## src/rtl/instr_pkg.sv

```systemverilog
// Shared encoding constants for the program-load path: opcodes (also used by
// the core decoder), request kinds, immediate range limits and encoder states.
package instr_pkg;

  localparam logic [6:0] OP_R      = 7'b0110011;
  localparam logic [6:0] OP_I      = 7'b0010011;
  localparam logic [6:0] OP_LOAD   = 7'b0000011;
  localparam logic [6:0] OP_STORE  = 7'b0100011;
  localparam logic [6:0] OP_BRANCH = 7'b1100011;
  localparam logic [6:0] OP_JAL    = 7'b1101111;
  localparam logic [6:0] OP_JALR   = 7'b1100111;
  localparam logic [6:0] OP_CLZ    = 7'b0111011;

  typedef enum logic [2:0] {
    K_R      = 3'd0,
    K_I      = 3'd1,
    K_LOAD   = 3'd2,
    K_STORE  = 3'd3,
    K_BRANCH = 3'd4,
    K_JAL    = 3'd5,
    K_JALR   = 3'd6,
    K_CLZ    = 3'd7
  } kind_e;

  // Inclusive signed limits of each immediate format (byte offsets for B/J).
  localparam int IMM12_MIN = -2048;
  localparam int IMM12_MAX = 2047;
  localparam int IMM_B_MIN = -4096;
  localparam int IMM_B_MAX = 4094;
  localparam int IMM_J_MIN = -1048576;
  localparam int IMM_J_MAX = 1048574;

  typedef enum logic {
    ST_EMPTY = 1'b0,
    ST_PEND  = 1'b1
  } enc_state_e;

  // True when the 32-bit two's-complement immediate lies within [lo, hi].
  function automatic logic imm_in_range(logic [31:0] imm, int lo, int hi);
    return ($signed(imm) >= lo) && ($signed(imm) <= hi);
  endfunction

endpackage

```

## src/rtl/imm_packer.sv

```systemverilog
// Combinational field packer: turns one request into an RV32I word and flags
// whether its immediate fits the chosen format.
module imm_packer
  import instr_pkg::*;
(
  input  logic [2:0]  kind,
  input  logic [4:0]  rd,
  input  logic [4:0]  rs1,
  input  logic [4:0]  rs2,
  input  logic [2:0]  funct3,
  input  logic [6:0]  funct7,
  input  logic [31:0] imm,
  output logic [31:0] word,
  output logic        legal
);

  // Pick the format by kind; R/CLZ ignore the immediate and are always legal.
  always_comb begin
    word  = '0;
    legal = 1'b0;
    case (kind_e'(kind))
      K_R: begin
        word  = {funct7, rs2, rs1, funct3, rd, OP_R};
        legal = 1'b1;
      end
      K_I: begin
        word  = {imm[11:0], rs1, funct3, rd, OP_I};
        legal = imm_in_range(imm, IMM12_MIN, IMM12_MAX);
      end
      K_LOAD: begin
        word  = {imm[11:0], rs1, funct3, rd, OP_LOAD};
        legal = imm_in_range(imm, IMM12_MIN, IMM12_MAX);
      end
      K_STORE: begin
        word  = {imm[11:5], rs2, rs1, funct3, imm[4:0], OP_STORE};
        legal = imm_in_range(imm, IMM12_MIN, IMM12_MAX);
      end
      K_BRANCH: begin
        word  = {imm[12], imm[10:5], rs2, rs1, funct3, imm[4:1], imm[11], OP_BRANCH};
        legal = imm_in_range(imm, IMM_B_MIN, IMM_B_MAX) && !imm[0];
      end
      K_JAL: begin
        word  = {imm[20], imm[10:1], imm[11], imm[19:12], rd, OP_JAL};
        legal = imm_in_range(imm, IMM_J_MIN, IMM_J_MAX) && !imm[0];
      end
      K_JALR: begin
        // JALR has only one funct3 encoding, whatever the request carries.
        word  = {imm[11:0], rs1, 3'b000, rd, OP_JALR};
        legal = imm_in_range(imm, IMM12_MIN, IMM12_MAX);
      end
      K_CLZ: begin
        word  = {funct7, rs2, rs1, funct3, rd, OP_CLZ};
        legal = 1'b1;
      end
      default: begin
        word  = '0;
        legal = 1'b0;
      end
    endcase
  end

endmodule

```

## src/rtl/instr_encoder.sv

```systemverilog
// Streaming instruction encoder: accepts field-level requests, packs them and
// writes the words to instruction memory at consecutive addresses.
// Handshakes: a request transfers on a rising edge where in_valid & in_ready;
// a memory write transfers on a rising edge where imem_we & imem_ready, and
// imem_addr/imem_wdata hold steady while imem_we is high and imem_ready low.
module instr_encoder
  import instr_pkg::*;
#(
  parameter int          ADDR_W = 10,
  parameter int unsigned BASE   = 0
) (
  input  logic              clk,
  input  logic              rst_n,
  input  logic              start,
  input  logic              in_valid,
  output logic              in_ready,
  input  logic [2:0]        in_kind,
  input  logic [4:0]        in_rd,
  input  logic [4:0]        in_rs1,
  input  logic [4:0]        in_rs2,
  input  logic [2:0]        in_funct3,
  input  logic [6:0]        in_funct7,
  input  logic [31:0]       in_imm,
  output logic              imem_we,
  input  logic              imem_ready,
  output logic [ADDR_W-1:0] imem_addr,
  output logic [31:0]       imem_wdata,
  output logic [ADDR_W:0]   count,
  output logic              full,
  output logic              err,
  output enc_state_e        dbg_state
);

  localparam logic [ADDR_W:0]   CAP_CNT  = (ADDR_W+1)'(1) << ADDR_W;
  localparam logic [ADDR_W+1:0] CAP_OCC  = (ADDR_W+2)'(1) << ADDR_W;
  localparam logic [ADDR_W-1:0] BASE_ADR = ADDR_W'(BASE);

  enc_state_e        state_q, state_d;
  logic [ADDR_W-1:0] addr_q, addr_d;
  logic [31:0]       wdata_q, wdata_d;
  logic [ADDR_W:0]   count_q, count_d;
  logic              err_q, err_d;

  logic [31:0]       pk_word;
  logic              pk_legal;
  logic              pend;
  logic              commit;
  logic              accept;
  logic [ADDR_W+1:0] occupancy;

  imm_packer u_packer (
    .kind   (in_kind),
    .rd     (in_rd),
    .rs1    (in_rs1),
    .rs2    (in_rs2),
    .funct3 (in_funct3),
    .funct7 (in_funct7),
    .imm    (in_imm),
    .word   (pk_word),
    .legal  (pk_legal)
  );

  // Handshake: occupancy counts the pending word so the last free slot is
  // never double-booked; a stalled pending write blocks new input.
  always_comb begin
    pend      = (state_q == ST_PEND);
    commit    = pend && imem_ready;
    occupancy = {1'b0, count_q} + {{(ADDR_W+1){1'b0}}, pend};
    in_ready  = (occupancy < CAP_OCC) && (!pend || imem_ready) && !start;
    accept    = in_valid && in_ready;
  end

  // Next-state: start wins; otherwise commit advances addr/count and a legal
  // accept (re)loads the pending word, an illegal one only sets err.
  always_comb begin
    state_d = state_q;
    addr_d  = addr_q;
    wdata_d = wdata_q;
    count_d = count_q;
    err_d   = err_q;
    if (start) begin
      state_d = ST_EMPTY;
      addr_d  = BASE_ADR;
      count_d = '0;
      err_d   = 1'b0;
    end else begin
      if (commit) begin
        addr_d  = addr_q + 1'b1;
        count_d = count_q + 1'b1;
        state_d = ST_EMPTY;
      end
      if (accept) begin
        if (pk_legal) begin
          state_d = ST_PEND;
          wdata_d = pk_word;
        end else begin
          err_d = 1'b1;
        end
      end
    end
  end

  // State and registered outputs; reset abandons any pending write at once.
  always_ff @(posedge clk or negedge rst_n) begin
    if (!rst_n) begin
      state_q <= ST_EMPTY;
      addr_q  <= BASE_ADR;
      wdata_q <= '0;
      count_q <= '0;
      err_q   <= 1'b0;
    end else begin
      state_q <= state_d;
      addr_q  <= addr_d;
      wdata_q <= wdata_d;
      count_q <= count_d;
      err_q   <= err_d;
    end
  end

  assign imem_we    = (state_q == ST_PEND);
  assign imem_addr  = addr_q;
  assign imem_wdata = wdata_q;
  assign count      = count_q;
  assign full       = (count_q == CAP_CNT);
  assign err        = err_q;
  assign dbg_state  = state_q;

endmodule

```

## config.mk

```make
export PLATFORM = sky130hd
export DESIGN_NAME = instr_encoder
export DESIGN_NICKNAME = d
export VERILOG_FILES = /design/src/rtl/instr_pkg.sv /design/src/rtl/imm_packer.sv /design/src/rtl/instr_encoder.sv
export SDC_FILE = /design/constraint.sdc
export NUM_CORES = 1
export LEC_CHECK = 0
export BUFFER_PORTS_ARGS = -buffer_cell sky130_fd_sc_hd__buf_4
export CORE_MARGIN = 4
export CORE_UTILIZATION = 40
export CTS_BUF_LIST = sky130_fd_sc_hd__clkbuf_16
export CTS_CLUSTER_DIAMETER = 50
export DETAILED_ROUTE_END_ITERATION = 10
export HOLD_SLACK_MARGIN = 0.15
export PLACE_DENSITY = 0.73
export SYNTH_ARGS = -nofsm -noshare
export SYNTH_HDL_FRONTEND = slang
export SYNTH_SLANG_ARGS = --single-unit
```

## constraint.sdc

```tcl
create_clock -name clk -period 6.7 [get_ports clk]
set_input_delay 1.005 -clock clk [delete_from_list [all_inputs] [get_ports clk]]
set_output_delay 1.005 -clock clk [all_outputs]
set_load 0.01 [all_outputs]
```

==> out/metrics.csv <==
stage,metric,value,unit
worst_setup_path,critical path buffer and inverter count,1,
synthesis,cell count after synthesis,281,
synthesis,number of synthesized register bits,54,
synthesis,Mapped Area,3070,um2
pwr,Pwr Density,232,nW/um2
timing,count of pins over their slew limit,0,
worst_setup_path,crit path launch type,input pin,
clock_tree,Num CTS Buffers,5,
timing,worst slew pin tran,1000,ps
worst_setup_path,Reg2Reg Setup Slack,3850,ps
pwr,Worst VDD drop,0.130,mV
die,Top-Level Pins,123,
timing,fmax,315,MHz
synthesis,post-synth cell types,43,
die,Die Y-Extent,95.7,um
worst_setup_path,Worst EP arrival,3350,ps
timing,Slew headroom,33.4,%
detailed_routing,initial drt markers,37,
place,post-DP HPWL,5.89,mm
synthesis,Ys Warns,0,
detailed_routing,via count,2550,
detailed_routing,"antenna viol nets, final",0,
timing,Setup Skew,4.09,ps
clock_tree,CTS tree,yes,
synthesis,"Seq/Total Area, Yosys",44.0,%
timing,Setup TNS,0,ps
worst_setup_path,CP Data Required Time,6870,ps
pwr,switching share of power,27.6,%
worst_setup_path,"Largest delay share family, worst path",simple AND/OR/NAND/NOR gates,
final_layout,number of nets in the layout,462,
die,DIE WIDTH,95.7,um
synthesis,Mapped Nets,349,
grt,GRT Total Usage,17.3,%
place,Port Buffer Count,122,
pwr,internal power,0.697,mW
grt,largest net degree at the start of global routing,55,
clock_tree,CTS resizes,0,
timing,final hold vios,0,
synthesis,Post-Synth XOR/XNOR Area,5.41,%
synthesis,share of synthesized registers carrying an async set or reset,100,%
worst_setup_path,crit path kind,input pin to flop,
clock_tree,post-CTS setup repair buffer count,0,
synthesis,post-synthesis mux area share,21.7,%
timing,final worst-path cycle share,47.5,%
place,GPL Wtd Cong,0.833,
final_layout,diode count,0,
grt,initial antenna violation count,0,
synthesis,Synth Area in Simple Gates,17.1,%
synthesis,syn avg cell area,10.9,um2
clock_tree,CTS H-tree lvls,2,
grt,vias in the first global route,2598,
clock_tree,Clock Tree Buf Depth,2,
detailed_routing,vias per cell,5.17,
timing,final setup fails,0,
pwr,Psw,0.266,mW
timing,post-layout min period,3180,ps
pwr,Reg power frac,43.5,%
place,DP Area,4010,um2
detailed_routing,drt pass-1 iters,4,
final_layout,Filler cells,648,
worst_setup_path,CP Capture Type,flop,
die,Initial Util,41.7,%
synthesis,adder-cell share of the synthesized area,1.22,%
detailed_routing,DR WL/cell,15.7,um
worst_setup_path,"Slowest-stage cell, CP",or3_2,
synthesis,Synth Area in Compound Gates,6.15,%
pwr,Leak,2.04,nW
final_layout,"commonest non-fill, non-tap cell in the layout",buf_4,
worst_setup_path,crit path max fanout,32,
clock_tree,Worst-path clk slew,70,ps
grt,GRT Residual Overflow,0,
final_layout,post-route cell area,4150,um2
synthesis,Post-synth EDFFs,0,
die,Site Rows,31,
clock_tree,CTS sink cnt,54,
grt,global-route wire length before repair,12.4,mm
worst_setup_path,"Cell Chain, Critical Path",buf_4 > nor4_1 > nand3_1 > a32oi_1 > o31ai_1 > or3_2 > mux2_1,
detailed_routing,Remaining DRCs,0,
clock_tree,"Clk Latency, worst-skew pair",290,ps
run_status,outcome,"finished, final reports clean",
die,core area,7370,um2
pwr,Gate power share,30.2,%
detailed_routing,WL final,7.75,mm
synthesis,largest family of logic cells by synthesized area,multiplexers,
clock_tree,hold_buf cts,0,
pwr,Clock power frac,26.3,%
clock_tree,CTS root buf,clkbuf_16,
timing,RSZ-0062 raised after global routing,no,
final_layout,area delta synth->final,35.1,%
synthesis,Synth Flop Type,dfrtp_1,
die,Die Area,9150,um2
min_path,Worst Hold Class,flop to flop,
final_layout,share of layout cells above drive strength 1,44.9,%
final_layout,most frequent cells in the layout,"buf_4 (122), dfrtp_1 (54), nor2_1 (25)",
job,Max-Cap Viols,0,
worst_setup_path,CP max stage delay,920,ps
## state kept, by name, indices dropped and copies added, names as in the netlist
signal,cells
count,11
imem_addr,10
dbg_state,1
imem_wdata,31
err,1
## power by group through the flow
stage	Clock [mW]	Sequential [mW]	Combinational (mW)
2_1_floorplan	0	0.445	0.120
3_3_place_gp	0	0.424	0.290
3_5_place_dp	0	0.423	0.297
4_1_cts	0.259	0.420	0.296
5_1_grt	0.273	0.426	0.313
6_report	0.253	0.419	0.291
## per-layer routing
metal	GRT usage, %	vias to the layer above	wire length (um)	part of all wire (%)
li1	-	1217	-	-
met1	22.6	1228	3370	44
met2	27.6	99	3560	46
met3	5.68	6	753	9.7
met4	4.15	0	55	0.71
met5	0	-	0	0
## cell usage after synthesis, types with 2 or more instances
library cell  number  area share, %
and3_1             3           0.61
xnor2_1            3           0.85
nand4_1           14            2.8
buf_2              3           0.49
o21ai_0            5           0.81
nor4_1             6            1.2
nand2_1           17            2.1
clkbuf_1           6           0.73
mux2_2            19            7.0
buf_4              2           0.49
mux2_1             2           0.73
xor2_1            16            4.6
nor3_1             9            1.5
nand2b_1           6            1.2
ha_1               3            1.2
a22o_1             6            1.7
mux2_4            24             12
nor2b_1            2           0.41
a21oi_1            5           0.81
dfrtp_1           54             44
and4_1             2           0.57
o21ai_1            2           0.33
or3_1              3           0.61
nand3_1            4           0.65
and2_1             3           0.61
inv_1             10            1.2
nor2_1            25            3.1
mux2i_1            7            2.3
buf_6              4            1.5
o22ai_1            3           0.61
## cell type report
type	count	area (um2)	area share, %
clock buffers	5	125	3.01
clock inverters	2	15.0	0.361
inverters	10	37.5	0.904
multi-input cells	201	1590	38.2
flip-flops and latches	54	1350	32.5
well taps	99	124	2.98
repair buffers	122	916	22.0
## path summary, 6_finish.rpt
kind / startpoint / end / cells past startpoint
worst max-delay path: in_imm[29] / imem_wdata[4] / 7
worst min-delay path: imem_wdata[4] / imem_wdata[4] / 1
worst max register to register: count[4] / imem_wdata[4] / 6
worst min register to register: imem_wdata[4] / imem_wdata[4] / 1
max in group asynchronous: rst_n / imem_wdata[1] / 1
min in group asynchronous: rst_n / imem_addr[9] / 1
## worst reg2reg max path, cell delays in order, from the launching register on
cell     delay, ps
dfrtp_1        460
and4_4         230
and2_4         160
and3_4         180
a211o_1        330
or3_2          900
mux2_1         470
## stage by stage
| stage | hold slack (ps) | std cells | power (mW) | setup WS, ps | util, % |
|---|---|---|---|---|---|
| 4_1_cts | 502 | 493 | 0.975 | 3520 | 56.4 |
| 3_3_place_gp | 484 | 486 | 0.714 | 3270 | 54.5 |
| 6_report | 497 | 493 | 0.963 | 3520 | 56.4 |
| 5_1_grt | 531 | 493 | 1.01 | 3370 | 56.4 |
| 3_5_place_dp | 487 | 486 | 0.719 | 3210 | 54.5 |
| 2_1_floorplan | 524 | 281 | 0.564 | 3790 | - |
## cells by family after synthesis
family,Yosys count
flops,54
mux,52
xor+xnor,19
fa+ha+maj,3
simple gates,99
compound gates,28
buf+inv,26
Power figures use the tool's default switching activity.
